## src/rtl/led_bit_encoder.sv

```systemverilog
// Single-wire LED bit encoder: turns {bit, valid, treset} symbols into the
// short-high / long-high / long-low pulse waveform driven onto the pad.
module led_bit_encoder #(
    parameter int CNT_W        = 13,
    parameter int T0H_CYCLES   = 40,
    parameter int T1H_CYCLES   = 80,
    parameter int BIT_CYCLES   = 125,
    parameter int RESET_CYCLES = 5000
) (
    input  logic clk,
    input  logic rst_n,
    input  logic i_bit,
    input  logic i_valid,
    input  logic i_treset,
    output logic o_ready,
    output logic o_dout,
    output logic o_busy
);

    if (!(0 < T0H_CYCLES && T0H_CYCLES < T1H_CYCLES && T1H_CYCLES < BIT_CYCLES &&
          BIT_CYCLES < RESET_CYCLES && RESET_CYCLES < (2 ** CNT_W))) begin : g_bad_params
        $error("led_bit_encoder: timing parameters are inconsistent");
    end

    typedef enum logic [1:0] {
        ST_IDLE  = 2'd0,
        ST_HIGH  = 2'd1,
        ST_LOW   = 2'd2,
        ST_RESET = 2'd3
    } state_t;

    localparam logic [CNT_W-1:0] CNT_ZERO = CNT_W'(0);
    localparam logic [CNT_W-1:0] CNT_ONE  = CNT_W'(1);
    localparam logic [CNT_W-1:0] T0H_LAST = CNT_W'(T0H_CYCLES - 1);
    localparam logic [CNT_W-1:0] T1H_LAST = CNT_W'(T1H_CYCLES - 1);
    localparam logic [CNT_W-1:0] BIT_LAST = CNT_W'(BIT_CYCLES - 1);
    localparam logic [CNT_W-1:0] RST_LAST = CNT_W'(RESET_CYCLES - 1);

    state_t           state_r, state_s;
    logic [CNT_W-1:0] cnt_r, cnt_s;
    logic             bit_r, bit_s;
    logic             dout_r;
    logic             busy_r;
    logic             ready_s;
    logic             accept_s;
    logic [CNT_W-1:0] th_last_s;
    logic [CNT_W-1:0] sat_s;
    logic [CNT_W-1:0] cnt_inc_s;

    // Ready depends only on state and count, never on i_valid.
    always_comb begin
        ready_s = 1'b0;
        case (state_r)
            ST_IDLE:  ready_s = 1'b1;
            ST_LOW:   ready_s = (cnt_r == BIT_LAST);
            ST_RESET: ready_s = (cnt_r == RST_LAST);
            default:  ready_s = 1'b0;
        endcase
    end

    assign accept_s = i_valid & ready_s;

    // Saturating counter increment, terminal count chosen per state.
    always_comb begin
        th_last_s = bit_r ? T1H_LAST : T0H_LAST;
        if (state_r == ST_RESET) begin
            sat_s = RST_LAST;
        end else begin
            sat_s = BIT_LAST;
        end
        if (cnt_r == sat_s) begin
            cnt_inc_s = cnt_r;
        end else begin
            cnt_inc_s = cnt_r + CNT_ONE;
        end
    end

    // Next-state logic; an accept in the last cycle of a symbol restarts with no gap.
    always_comb begin
        state_s = state_r;
        cnt_s   = cnt_r;
        bit_s   = bit_r;
        case (state_r)
            ST_IDLE: begin
                if (accept_s) begin
                    state_s = i_treset ? ST_RESET : ST_HIGH;
                    cnt_s   = CNT_ZERO;
                    bit_s   = i_bit & ~i_treset;
                end else begin
                    cnt_s = CNT_ZERO;
                end
            end
            ST_HIGH: begin
                cnt_s = cnt_inc_s;
                if (cnt_r == th_last_s) begin
                    state_s = ST_LOW;
                end else begin
                    state_s = ST_HIGH;
                end
            end
            ST_LOW, ST_RESET: begin
                if (ready_s) begin
                    if (accept_s) begin
                        state_s = i_treset ? ST_RESET : ST_HIGH;
                        cnt_s   = CNT_ZERO;
                        bit_s   = i_bit & ~i_treset;
                    end else begin
                        state_s = ST_IDLE;
                        cnt_s   = CNT_ZERO;
                    end
                end else begin
                    cnt_s = cnt_inc_s;
                end
            end
            default: begin
                state_s = ST_IDLE;
                cnt_s   = CNT_ZERO;
                bit_s   = 1'b0;
            end
        endcase
    end

    // State, counter and registered line/busy outputs.
    always_ff @(posedge clk or negedge rst_n) begin
        if (!rst_n) begin
            state_r <= ST_IDLE;
            cnt_r   <= CNT_ZERO;
            bit_r   <= 1'b0;
            dout_r  <= 1'b0;
            busy_r  <= 1'b0;
        end else begin
            state_r <= state_s;
            cnt_r   <= cnt_s;
            bit_r   <= bit_s;
            dout_r  <= (state_r == ST_HIGH);
            busy_r  <= (state_r != ST_IDLE);
        end
    end

    assign o_ready = ready_s;
    assign o_dout  = dout_r;
    assign o_busy  = busy_r;

endmodule

```

## config.mk

```make
export PLATFORM = sky130hd
export DESIGN_NAME = led_bit_encoder
export DESIGN_NICKNAME = d
export VERILOG_FILES = /design/src/rtl/led_bit_encoder.sv
export SDC_FILE = /design/constraint.sdc
export NUM_CORES = 1
export LEC_CHECK = 0
export BUFFER_PORTS_ARGS = -buffer_cell sky130_fd_sc_hd__buf_4
export CAP_MARGIN = 5
export CELL_PAD_IN_SITES_DETAIL_PLACEMENT = 0
export CELL_PAD_IN_SITES_GLOBAL_PLACEMENT = 1
export CORE_MARGIN = 2
export CORE_UTILIZATION = 43
export CTS_BUF_LIST = sky130_fd_sc_hd__clkbuf_2
export DETAILED_ROUTE_END_ITERATION = 8
export HOLD_SLACK_MARGIN = 0.03
export PLACE_DENSITY = 0.74
export SYNTH_ARGS = -nofsm -noshare
export SYNTH_HDL_FRONTEND = slang
export SYNTH_SLANG_ARGS = --single-unit
```

## constraint.sdc

```tcl
create_clock -name clk -period 1.39 [get_ports clk]
set_input_delay 0.0695 -clock clk [delete_from_list [all_inputs] [get_ports clk]]
set_output_delay 0.0695 -clock clk [all_outputs]
set_load 0.01 [all_outputs]
```

==> flow_summary.yaml <==
finish:
  drive_above_1_share_pct: 53.38
  final_common_cell: "buf_4"
  nNetsFinal: 155
  final_cell_mix: "buf_4 (39), dfrtp_1 (17), nand2_1 (11)"
  syn2layout_area_growth_pct: 55.32
  insertedDiodeCount: 0
synth:
  synth-seq-cells: 18
  synth.distinct_cells: 39
  yosysSeqAreaShare_pct: 45.57
  synth_top_area_share_pct: 45.57
  syn-cell-area_um2: 988.4
  synth_top_cell_by_area: "dfrtp_1"
  yosys_warnings: 0
  syn_nets: 106
  ys_top_cells_by_area: "dfrtp_1 (46%), xor2_1 (5.3%), nand2_1 (4.2%)"
  syn-mean-instance-area_um2: 9.884
  netlist_instances: 100
route:
  routed_via_density: 5.313
  wl_met2_um: 1372
  drt_iter0_drc: 17
  topRoutingLayerUsed: "met4"
  routed_wirelength_um: 2686
  wl_met1_um: 1229
  firstDrtPassIters: 4
  ant_nets: 0
  num_vias: 935
  wl_per_cell_um: 15.26
  wl_met3_um: 74
  drc: 0
clock_network:
  numCtsBuffers: 3
  clock_latency_ns: 0.30
  clock_path_buffers: 2
  htree_levels: 1
  cts_sinks: 18
  clk_pin_slew_worst_paths_ns: 0.18
  cts_root_buffer: "clkbuf_2"
  cts_tree: "done"
hold_path:
  hp-start: "i_valid"
  hold_class: "input port to register"
sta:
  slew_headroom_pct: 70.61
  min_period_ns: 1.821
  finalCritPeriodShare_pct: 131.0
  worst_slack_ns: -0.4306
  worst_slew_pin_slew_ns: 0.4400
  rsz0062_at_grt: "true"
  setup_viol: 16
  fmax_mhz: 549.3
  slew_viol_final: 0
  hold_viol: 0
  setup-tns-final_ns: -5.037
  fin_worst_skew_ns: 0.002877
global_routing:
  grt-ovfl-total: 0
  antenna_found_initial: 0
  grt_pass1_wl_um: 4388
  grt_max_degree: 19
  grt_pass1_vias: 962
  track_usage_pct: 22.49
power_and_ir_drop:
  peakVddDrop_mv: 0.6103
  cellLeakagePower_uw: 0.0006726
  power_density_mw_per_mm2: 512.1
floorplanning:
  std_cell_rows: 17
  die_h_um: 51.95
  core_mm2: 0.002191
  io_pins: 8
  die-width_um: 51.95
  dieArea_mm2: 0.002698
  start_util_pct: 45.12
critical_path:
  cp_data_arrival_time_ns: 1.75
  worstPathCellList: "nor4_4 -> nand4b_1 -> a21oi_2 -> or2_4 -> buf_6"
  cpMaxStageDelayCell: "dfrtp_1"
  path_max_fanout: 3
  crit_type: "register to output pin"
  critPathLaunchType: "register"
  cp-startpoint: "cnt_r[8]$_DFF_PN0_"
  slowest_delay_ns: 0.45
  crit_path_end_kind: "output pin"
  reg2reg_from: "cnt_r[8]$_DFF_PN0_"
  required_ns: 1.32
run_status:
  outcome: "complete, but fails checks"
  violations: "negative setup slack"
job:
  drv_cap: 0
placement:
  dp_hpwl_um: 1720
  place_ws_ns: -0.2870
  globalplace.congestion: 0.7927
  portBuffers: 7
## final timing paths
| check | end | slack [ns] | cells past startpoint |
|---|---|---|---|
| min in group asynchronous | cnt_r[5]$_DFF_PN0_ | 0.14 | 2 |
| max in group asynchronous | cnt_r[3]$_DFF_PN0_ | 1.05 | 2 |
| worst max-delay path | o_ready | -0.43 | 5 |
| worst max register to register | cnt_r[6]$_DFF_PN0_ | -0.40 | 8 |
| worst min register to register | cnt_r[0]$_DFF_PN0_ | 0.57 | 2 |
| worst min-delay path | state_r[0]$_DFFE_PN0P_ | 0.07 | 3 |
## state kept, by name, summed over array words and instances, names as in the netlist
register and count:
cnt_r 13, state_r 2, bit_r 1, o_busy 1, o_dout 1
## layer usage
| metal | up-vias | global-route usage (%) |
|---|---|---|
| met2 | 15 | 39.24 |
| met3 | 2 | 3.736 |
| met1 | 466 | 28.31 |
| li1 | 452 | - |
| met5 | - | 0 |
| met4 | 0 | 6.579 |
## cell usage after synthesis
| cell | count |
|---|---|
| nand3_1 | 5 |
| nand2_1 | 11 |
| ha_1 | 1 |
| nor4_2 | 1 |
| nand2b_1 | 1 |
| nor3b_1 | 2 |
| nor3_2 | 1 |
| o211ai_1 | 2 |
| nor4bb_1 | 2 |
| nor3_1 | 1 |
| and2_1 | 2 |
| o2bb2ai_1 | 1 |
| or2_4 | 1 |
| o31ai_1 | 1 |
| nor4b_1 | 2 |
| or4_1 | 1 |
| or3_2 | 1 |
| buf_2 | 1 |
| o2111ai_1 | 1 |
| mux2i_1 | 1 |
| a21oi_1 | 2 |
| o21ai_1 | 2 |
| or3_1 | 1 |
| o21ai_0 | 1 |
| nor2_1 | 11 |
| dfrtp_1 | 18 |
| xor2_1 | 6 |
| inv_1 | 2 |
| and4b_2 | 1 |
| nand4_1 | 4 |
| a21boi_2 | 1 |
| a21oi_2 | 2 |
| a32o_1 | 1 |
| and3b_1 | 1 |
| nand4b_1 | 1 |
| buf_6 | 3 |
| clkbuf_1 | 1 |
| nor2b_1 | 2 |
| and3_1 | 1 |
## metrics by stage
| step | utilization [%] | power (µW) | cells | hold WS [ns] | cell area (µm²) |
|---|---|---|---|---|---|
| after floorplan | - | 535.9 | 100 | -0.2261 | 996.0 |
| after global placement | 58.08 | 556.5 | 161 | -0.04657 | 1272 |
| after detailed placement | 58.08 | 557.0 | 161 | -0.04511 | 1272 |
| after CTS | 64.25 | 793.8 | 172 | 0.05252 | 1408 |
| after global routing | 70.07 | 815.7 | 176 | 0.07647 | 1535 |
| final | 70.07 | 786.2 | 176 | 0.06881 | 1535 |
## what timing repair did
action,in CTS,in global routing
hold buffers,2,0
resized for setup,14,18
endpoints found under the setup margin,16,17
hold endpoints to repair,19,0
pin swaps,7,9
buffers inserted,5,3
cloned,0,1
## final cells by class
type                            instances  area (µm²)
Clock buffer                            3       15.01
Clock inverter                          1       3.754
Fill cell                             176       655.6
Inverter                                2       7.507
Multi-Input combinational cell         75       601.8
Sequential cell                        18       451.7
Tap cell                               28       35.03
Timing Repair Buffer                   49       420.4
## cell families (layout without fill, tap and decap cells)
group	Yosys count	count (layout)	share of synthesized area, %
xor+xnor	6	6	5.316
compound gates	14	14	10.51
mux	1	1	1.013
flops	18	18	45.57
simple gates	53	53	31.27
buf+inv	7	55	5.062
fa+ha+maj	1	1	1.266
## report_power, final
part | switching [µW] | total [µW] | internal (µW)
clock network | 172 | 235 | 62.6
logic | 15.1 | 27.2 | 12.1
registers | 0 | 524 | 524
## worst max-delay path, delay by kind of cell (launching register included)
kind,cells,cell delay (ns)
AND/OR/NAND/NOR,3,0.69
flip-flops,1,0.45
AO/OA/AOI/OAI,1,0.19
buffers and inverters,1,0.10
(Power assumes the default switching activity.)
